==> src/rtl/hwpe_eai_slave_pkg.sv <==
// hwpe_eai_slave_pkg: shared constants, FSM encoding and engine op names for the EAI responder
package hwpe_eai_slave_pkg;
   localparam logic [6:0] EAI_OPC_CUSTOM0 = 7'h0B;
   localparam int         EAI_NUM_OPS     = 10;
   typedef enum logic [1:0] {ST_IDLE, ST_ISSUE, ST_WAIT, ST_RESP} eai_state_e;
   typedef enum logic [3:0] {
      OP_NOP, OP_LD_A, OP_LD_B, OP_MAC, OP_MUL, OP_ADD,
      OP_CLR, OP_RD_ACC, OP_CFG, OP_STAT
   } eai_op_e;
endpackage

==> src/rtl/hwpe_eai_decode.sv <==
// hwpe_eai_decode: splits an EAI instruction into engine op, write-back flag and legality
module hwpe_eai_decode
   import hwpe_eai_slave_pkg::*;
#(
   parameter int OP_W    = 4,
   parameter int NUM_OPS = EAI_NUM_OPS
) (
   input  logic [31:0]     instr,
   output logic [OP_W-1:0] op,
   output logic            xd,
   output logic            legal
);
   logic [6:0] funct7;
   logic       unused_bits;
   always_comb begin
      funct7      = instr[31:25];
      op          = funct7[OP_W-1:0];
      xd          = instr[14];
      legal       = instr[6:0] == EAI_OPC_CUSTOM0 && (funct7 >> OP_W) == 7'd0 && int'(op) < NUM_OPS;
      unused_bits = ^{instr[24:15], instr[13:7]};
   end
endmodule

==> src/rtl/hwpe_eai_slave.sv <==
// hwpe_eai_slave: EAI responder; one instruction in flight, issues an engine command and
// answers with exactly one tagged response (result, engine error, illegal or timeout)
module hwpe_eai_slave
   import hwpe_eai_slave_pkg::*;
#(
   parameter int DATA_W  = 32,
   parameter int ITAG_W  = 2,
   parameter int OP_W    = 4,
   parameter int NUM_OPS = EAI_NUM_OPS,
   parameter int TMO_W   = 16
) (
   input  logic              clk,
   input  logic              rst_n,
   input  logic              eai_req_valid,
   output logic              eai_req_ready,
   input  logic [31:0]       eai_req_instr,
   input  logic [DATA_W-1:0] eai_req_rs1,
   input  logic [DATA_W-1:0] eai_req_rs2,
   input  logic [ITAG_W-1:0] eai_req_itag,
   output logic              eai_rsp_valid,
   input  logic              eai_rsp_ready,
   output logic [DATA_W-1:0] eai_rsp_wdat,
   output logic [ITAG_W-1:0] eai_rsp_itag,
   output logic              eai_rsp_err,
   output logic              cmd_valid,
   input  logic              cmd_ready,
   output logic [OP_W-1:0]   cmd_op,
   output logic [DATA_W-1:0] cmd_rs1,
   output logic [DATA_W-1:0] cmd_rs2,
   output logic              cmd_xd,
   input  logic              done_valid,
   input  logic [DATA_W-1:0] done_data,
   input  logic              done_err
);
   localparam logic [TMO_W-1:0] TMO_LAST = TMO_W'((1 << TMO_W) - 2);

   eai_state_e        state, state_nxt;
   logic [TMO_W-1:0]  cnt;
   logic [OP_W-1:0]   dec_op;
   logic              dec_xd, dec_legal;
   logic              req_hs, cmd_hs, done_take, tmo;

   hwpe_eai_decode #(.OP_W(OP_W), .NUM_OPS(NUM_OPS)) u_dec (
      .instr (eai_req_instr),
      .op    (dec_op),
      .xd    (dec_xd),
      .legal (dec_legal)
   );

   always_comb begin
      req_hs    = eai_req_valid & eai_req_ready;
      cmd_hs    = cmd_valid & cmd_ready;
      // completion counts while waiting, or when it lands on the command handshake itself
      done_take = done_valid & (state == ST_WAIT | cmd_hs);
      tmo       = state == ST_WAIT && cnt == TMO_LAST;
   end

   always_ff @(posedge clk or negedge rst_n)
      if (!rst_n) state <= ST_IDLE;
      else        state <= state_nxt;

   always_comb begin
      state_nxt = state;
      case (state)
         ST_IDLE:  if (eai_req_valid) state_nxt = dec_legal ? ST_ISSUE : ST_RESP;
         ST_ISSUE: if (cmd_ready) state_nxt = done_valid ? ST_RESP : ST_WAIT;
         ST_WAIT:  if (done_valid || tmo) state_nxt = ST_RESP;
         ST_RESP:  if (eai_rsp_ready) state_nxt = ST_IDLE;
         default:  state_nxt = ST_IDLE;
      endcase
   end

   always_comb begin
      eai_req_ready = state == ST_IDLE;
      cmd_valid     = state == ST_ISSUE;
      eai_rsp_valid = state == ST_RESP;
   end

   always_ff @(posedge clk or negedge rst_n)
      if (!rst_n) begin
         cmd_op       <= '0;
         cmd_rs1      <= '0;
         cmd_rs2      <= '0;
         cmd_xd       <= 1'b0;
         eai_rsp_itag <= '0;
         eai_rsp_wdat <= '0;
         eai_rsp_err  <= 1'b0;
         cnt          <= '0;
      end else begin
         if (req_hs) begin
            cmd_op       <= dec_op;
            cmd_rs1      <= eai_req_rs1;
            cmd_rs2      <= eai_req_rs2;
            cmd_xd       <= dec_xd;
            eai_rsp_itag <= eai_req_itag;
            eai_rsp_wdat <= '0;
            eai_rsp_err  <= ~dec_legal;
         end
         if (cmd_hs)                cnt <= '0;
         else if (state == ST_WAIT) cnt <= cnt + 1'b1;
         if (done_take) begin
            eai_rsp_wdat <= cmd_xd ? done_data : '0;
            eai_rsp_err  <= done_err;
         end else if (tmo) begin
            eai_rsp_wdat <= '0;
            eai_rsp_err  <= 1'b1;
         end
      end
endmodule

==> config.mk <==
export PLATFORM = sky130hd
export DESIGN_NAME = hwpe_eai_slave
export DESIGN_NICKNAME = d
export VERILOG_FILES = /design/src/rtl/hwpe_eai_slave_pkg.sv /design/src/rtl/hwpe_eai_decode.sv /design/src/rtl/hwpe_eai_slave.sv
export SDC_FILE = /design/constraint.sdc
export NUM_CORES = 1
export LEC_CHECK = 0
export BUFFER_PORTS_ARGS = -buffer_cell sky130_fd_sc_hd__buf_4
export CAP_MARGIN = 5
export CORE_MARGIN = 10
export CORE_UTILIZATION = 49
export CTS_CLUSTER_SIZE = 12
export DETAILED_ROUTE_END_ITERATION = 8
export GPL_ROUTABILITY_DRIVEN = 0
export PLACE_DENSITY = 0.85
export SETUP_SLACK_MARGIN = 0.05
export SYNTH_ARGS = -nofsm -noshare
export SYNTH_HDL_FRONTEND = slang
export SYNTH_SLANG_ARGS = --single-unit
==> constraint.sdc <==
create_clock -name clk -period 4.7 [get_ports clk]
set_input_delay 0.94 -clock clk [delete_from_list [all_inputs] [get_ports clk]]
set_output_delay 0.94 -clock clk [all_outputs]
set_load 0.005 [all_outputs]
==> flow_summary.yaml <==
layout:
  multi_input_area_mm2: 0.00177
  layout-area-overhead-vs-synth_pct: 47.9
  drive_gt1_frac: 0.611
  final_area_mm2: 0.00733
  fill_cells: 646
  n_antenna_cell: 0
  fin_nets: 723
  final_cells: 725
  ff_latch_area_mm2: 0.00305
synthesis:
  syn_inst: 352
  yosysSeqAreaShare: 0.616
  syn_avg_cell_area_um2: 14.1
  synth_seq_cells: 122
  async_reset_ff_frac: 1.00
  ys.flop_type: "dfrtp_1"
  synth_largest_area_cell: "dfrtp_1"
  synth_nets: 495
  synth.distinct_cells: 40
  synth_top_area_share: 0.616
  synth_warnings: 0
  syn-cell-area_mm2: 0.00495
  synth_edf_count: 0
  synth_area_leaders: "dfrtp_1, mux2_2, a22o_2, ha_1, buf_6"
clock_tree:
  clkTransAtPathRegs_ns: 0.06
  clock-sinks: 122
  post_cts_buffers: 0
  cts_root_buf: "clkbuf_8"
  cts_max_level: 4
  tritoncts: "built"
  clock_latency_ns: 0.52
  cts_max_path_buffers: 2
  holdBufCountCts: 0
  cts_buffers: 17
  post_cts_resized: 0
detailed_routing:
  drc: 0
  viasPerCell: 5.32
  drt_pass1_iterations: 4
  routed_wl_um: 15300
  vias: 3857
  wl_per_cell_um: 21.1
  drt-initial-drc-count: 258
  ant_nets: 0
placement:
  dpl.cell_count: 694
  port_buffers: 226
  place_area_mm2: 0.00673
  place_hpwl_um: 11600
worst_setup_path:
  cp_max_fo: 39
  crit_arrival_ns: 2.99
  cp-end-kind: "register"
  reg2reg_slack_ns: 2.10
  r2r-start: "state[0]"
  path_class: "reg -> reg"
  critPathLaunchType: "register"
  timing.rr.end: "cmd_rs2[5]"
  required_ns: 5.09
  crit_start: "state[0]"
  r2r_cells: 5
sta:
  tns_ns: 0
  rsz0062_at_grt: "false"
  slew_headroom: 0.212
  setup_viol: 0
  fin_worst_skew_ns: 0.0102
  post-route-period-util: 0.552
  fmax_mhz: 385
  hold-worst-slack_ns: 0.506
  tightestPinTransition_ns: 1.18
  hold_viol_final: 0
  period_needed_ns: 2.60
  slew_violations: 0
power:
  netSwitchingFraction: 0.305
  internal_power_mw: 3.49
  irDropWorstVdd_mv: 0.398
  combPwrFrac: 0.373
  seqPwrFrac: 0.368
  p_clk_frac: 0.259
  p_leak_nw: 3.60
  switching_power_mw: 1.53
  powerDensity_mw_per_mm2: 685
die:
  die_height_um: 121
  die_area_mm2: 0.0145
  io_pins: 244
  rows: 36
  fp.dieW_um: 121
  core_mm2: 0.00982
  initial_core_util: 0.504
worst_hold_path:
  worst_hold_path.num_cells: 1
  min_from: "cmd_rs2[7]"
  hold_path_class: "reg -> reg"
  holdPathEnd: "cmd_rs2[7]"
flow_run:
  maxCapViolations: 0
global_routing:
  grt_max_degree: 72
  grt-ovfl-total: 0
  grt_pass1_vias: 4390
  grt_usage: 0.209
  antenna_found_initial: 0
  grt_pass1_wl_um: 23800
status:
  outcome: "complete, no violations"
-- critical path: stages (launching register included) --
cell	delay, ns
dfrtp_1	0.39
inv_1	0.10
ha_1	0.32
nand2_2	0.66
buf_4	0.56
mux2_2	0.41
-- synth_stat cells (2+ instances only) --
master,instances
nand2_1,9
and2_1,5
a211oi_1,2
mux2_2,71
clkbuf_1,14
o31ai_1,3
a31oi_1,3
nor2_1,9
or4_1,3
a21oi_1,10
xor2_1,6
dfrtp_1,122
xnor2_1,2
and3_1,2
nor4b_1,2
buf_6,5
inv_1,5
o21ai_0,6
a22o_2,29
ha_1,6
a22o_1,3
nor4_1,2
or3_1,3
nand4_1,8
nand3_1,7
-- per-stage QoR --
step	worst slack, ns	util	power, mW
after floorplan	2.48	-	2.66
after global placement	1.92	0.686	3.65
after detailed placement	1.89	0.686	3.75
after CTS	2.10	0.746	5.09
after global routing	1.93	0.746	5.32
final	2.10	0.746	5.02
-- power groups by stage --
stage                     Clock (mW)  Sequential, mW  Combinational, mW
after CTS                       1.32            1.85               1.92
final                           1.30            1.85               1.88
after global routing            1.37            1.91               2.04
after floorplan                    0            1.84              0.822
after global placement             0            1.80               1.84
after detailed placement           0            1.85               1.90
-- layout by cell type, fill, tap and decap left out, types with 2 or more instances in the layout --
master / count
mux2_2: 71
inv_1: 5
and3_1: 2
nor4b_1: 2
clkbuf_8: 2
o21ai_0: 6
nor2_1: 9
nor4_1: 2
dfrtp_1: 122
nand4_1: 8
xor2_1: 6
clkinvlp_4: 4
inv_6: 3
o31ai_1: 3
a211oi_1: 2
or4_1: 3
xnor2_1: 2
a22o_2: 29
or3_1: 3
a22o_1: 3
ha_1: 6
a21oi_1: 10
a31oi_1: 3
and2_1: 5
clkbuf_16: 16
nand2_1: 8
nand3_1: 7
clkinv_4: 2
bufinv_16: 3
buf_4: 230
-- worst max-delay path by stage --
stage,to,depth (start not counted)
after global routing,cmd_rs2[5],5
after global placement,cmd_rs1[24],4
after CTS,cmd_rs2[5],5
after floorplan,eai_rsp_wdat[10],5
after detailed placement,cmd_rs1[4],4
final,cmd_rs2[5],5
-- state kept, by name (all words and copies together), names as in the netlist --
signal,count
eai_rsp_err,1
state,2
cnt,16
cmd_rs1,32
cmd_rs2,32
cmd_xd,1
cmd_op,4
eai_rsp_itag,2
eai_rsp_wdat,32
-- per-layer routing --
layer  vias up  GRT usage  routed length [um]
met4         0     0.0754                 326
li1       1750          -                   -
met5         -          0                   0
met1      1904      0.204                5190
met3        25      0.121                1770
met2       178      0.361                7990
-- cell type report --
type | count | area share
clock buffer | 18 | 0.0584
clock inverter | 13 | 0.0230
inverter | 5 | 0.00256
multi-input combinational | 204 | 0.241
sequential | 122 | 0.417
tap | 133 | 0.0227
timing repair buffer | 230 | 0.236
-- cells by family after synthesis --
group                      after synthesis  share of synthesized area
adders and majority gates                6                     0.0152
DFF                                    122                      0.616
and+or+nand+nor                         56                     0.0626
xor gates and xnor gates                 8                     0.0141
muxes                                   71                      0.161
AOI/OAI and AO/OA                       63                      0.103
buffers and inverters                   26                     0.0275
Note: power is estimated with default switching activity, not from simulation.
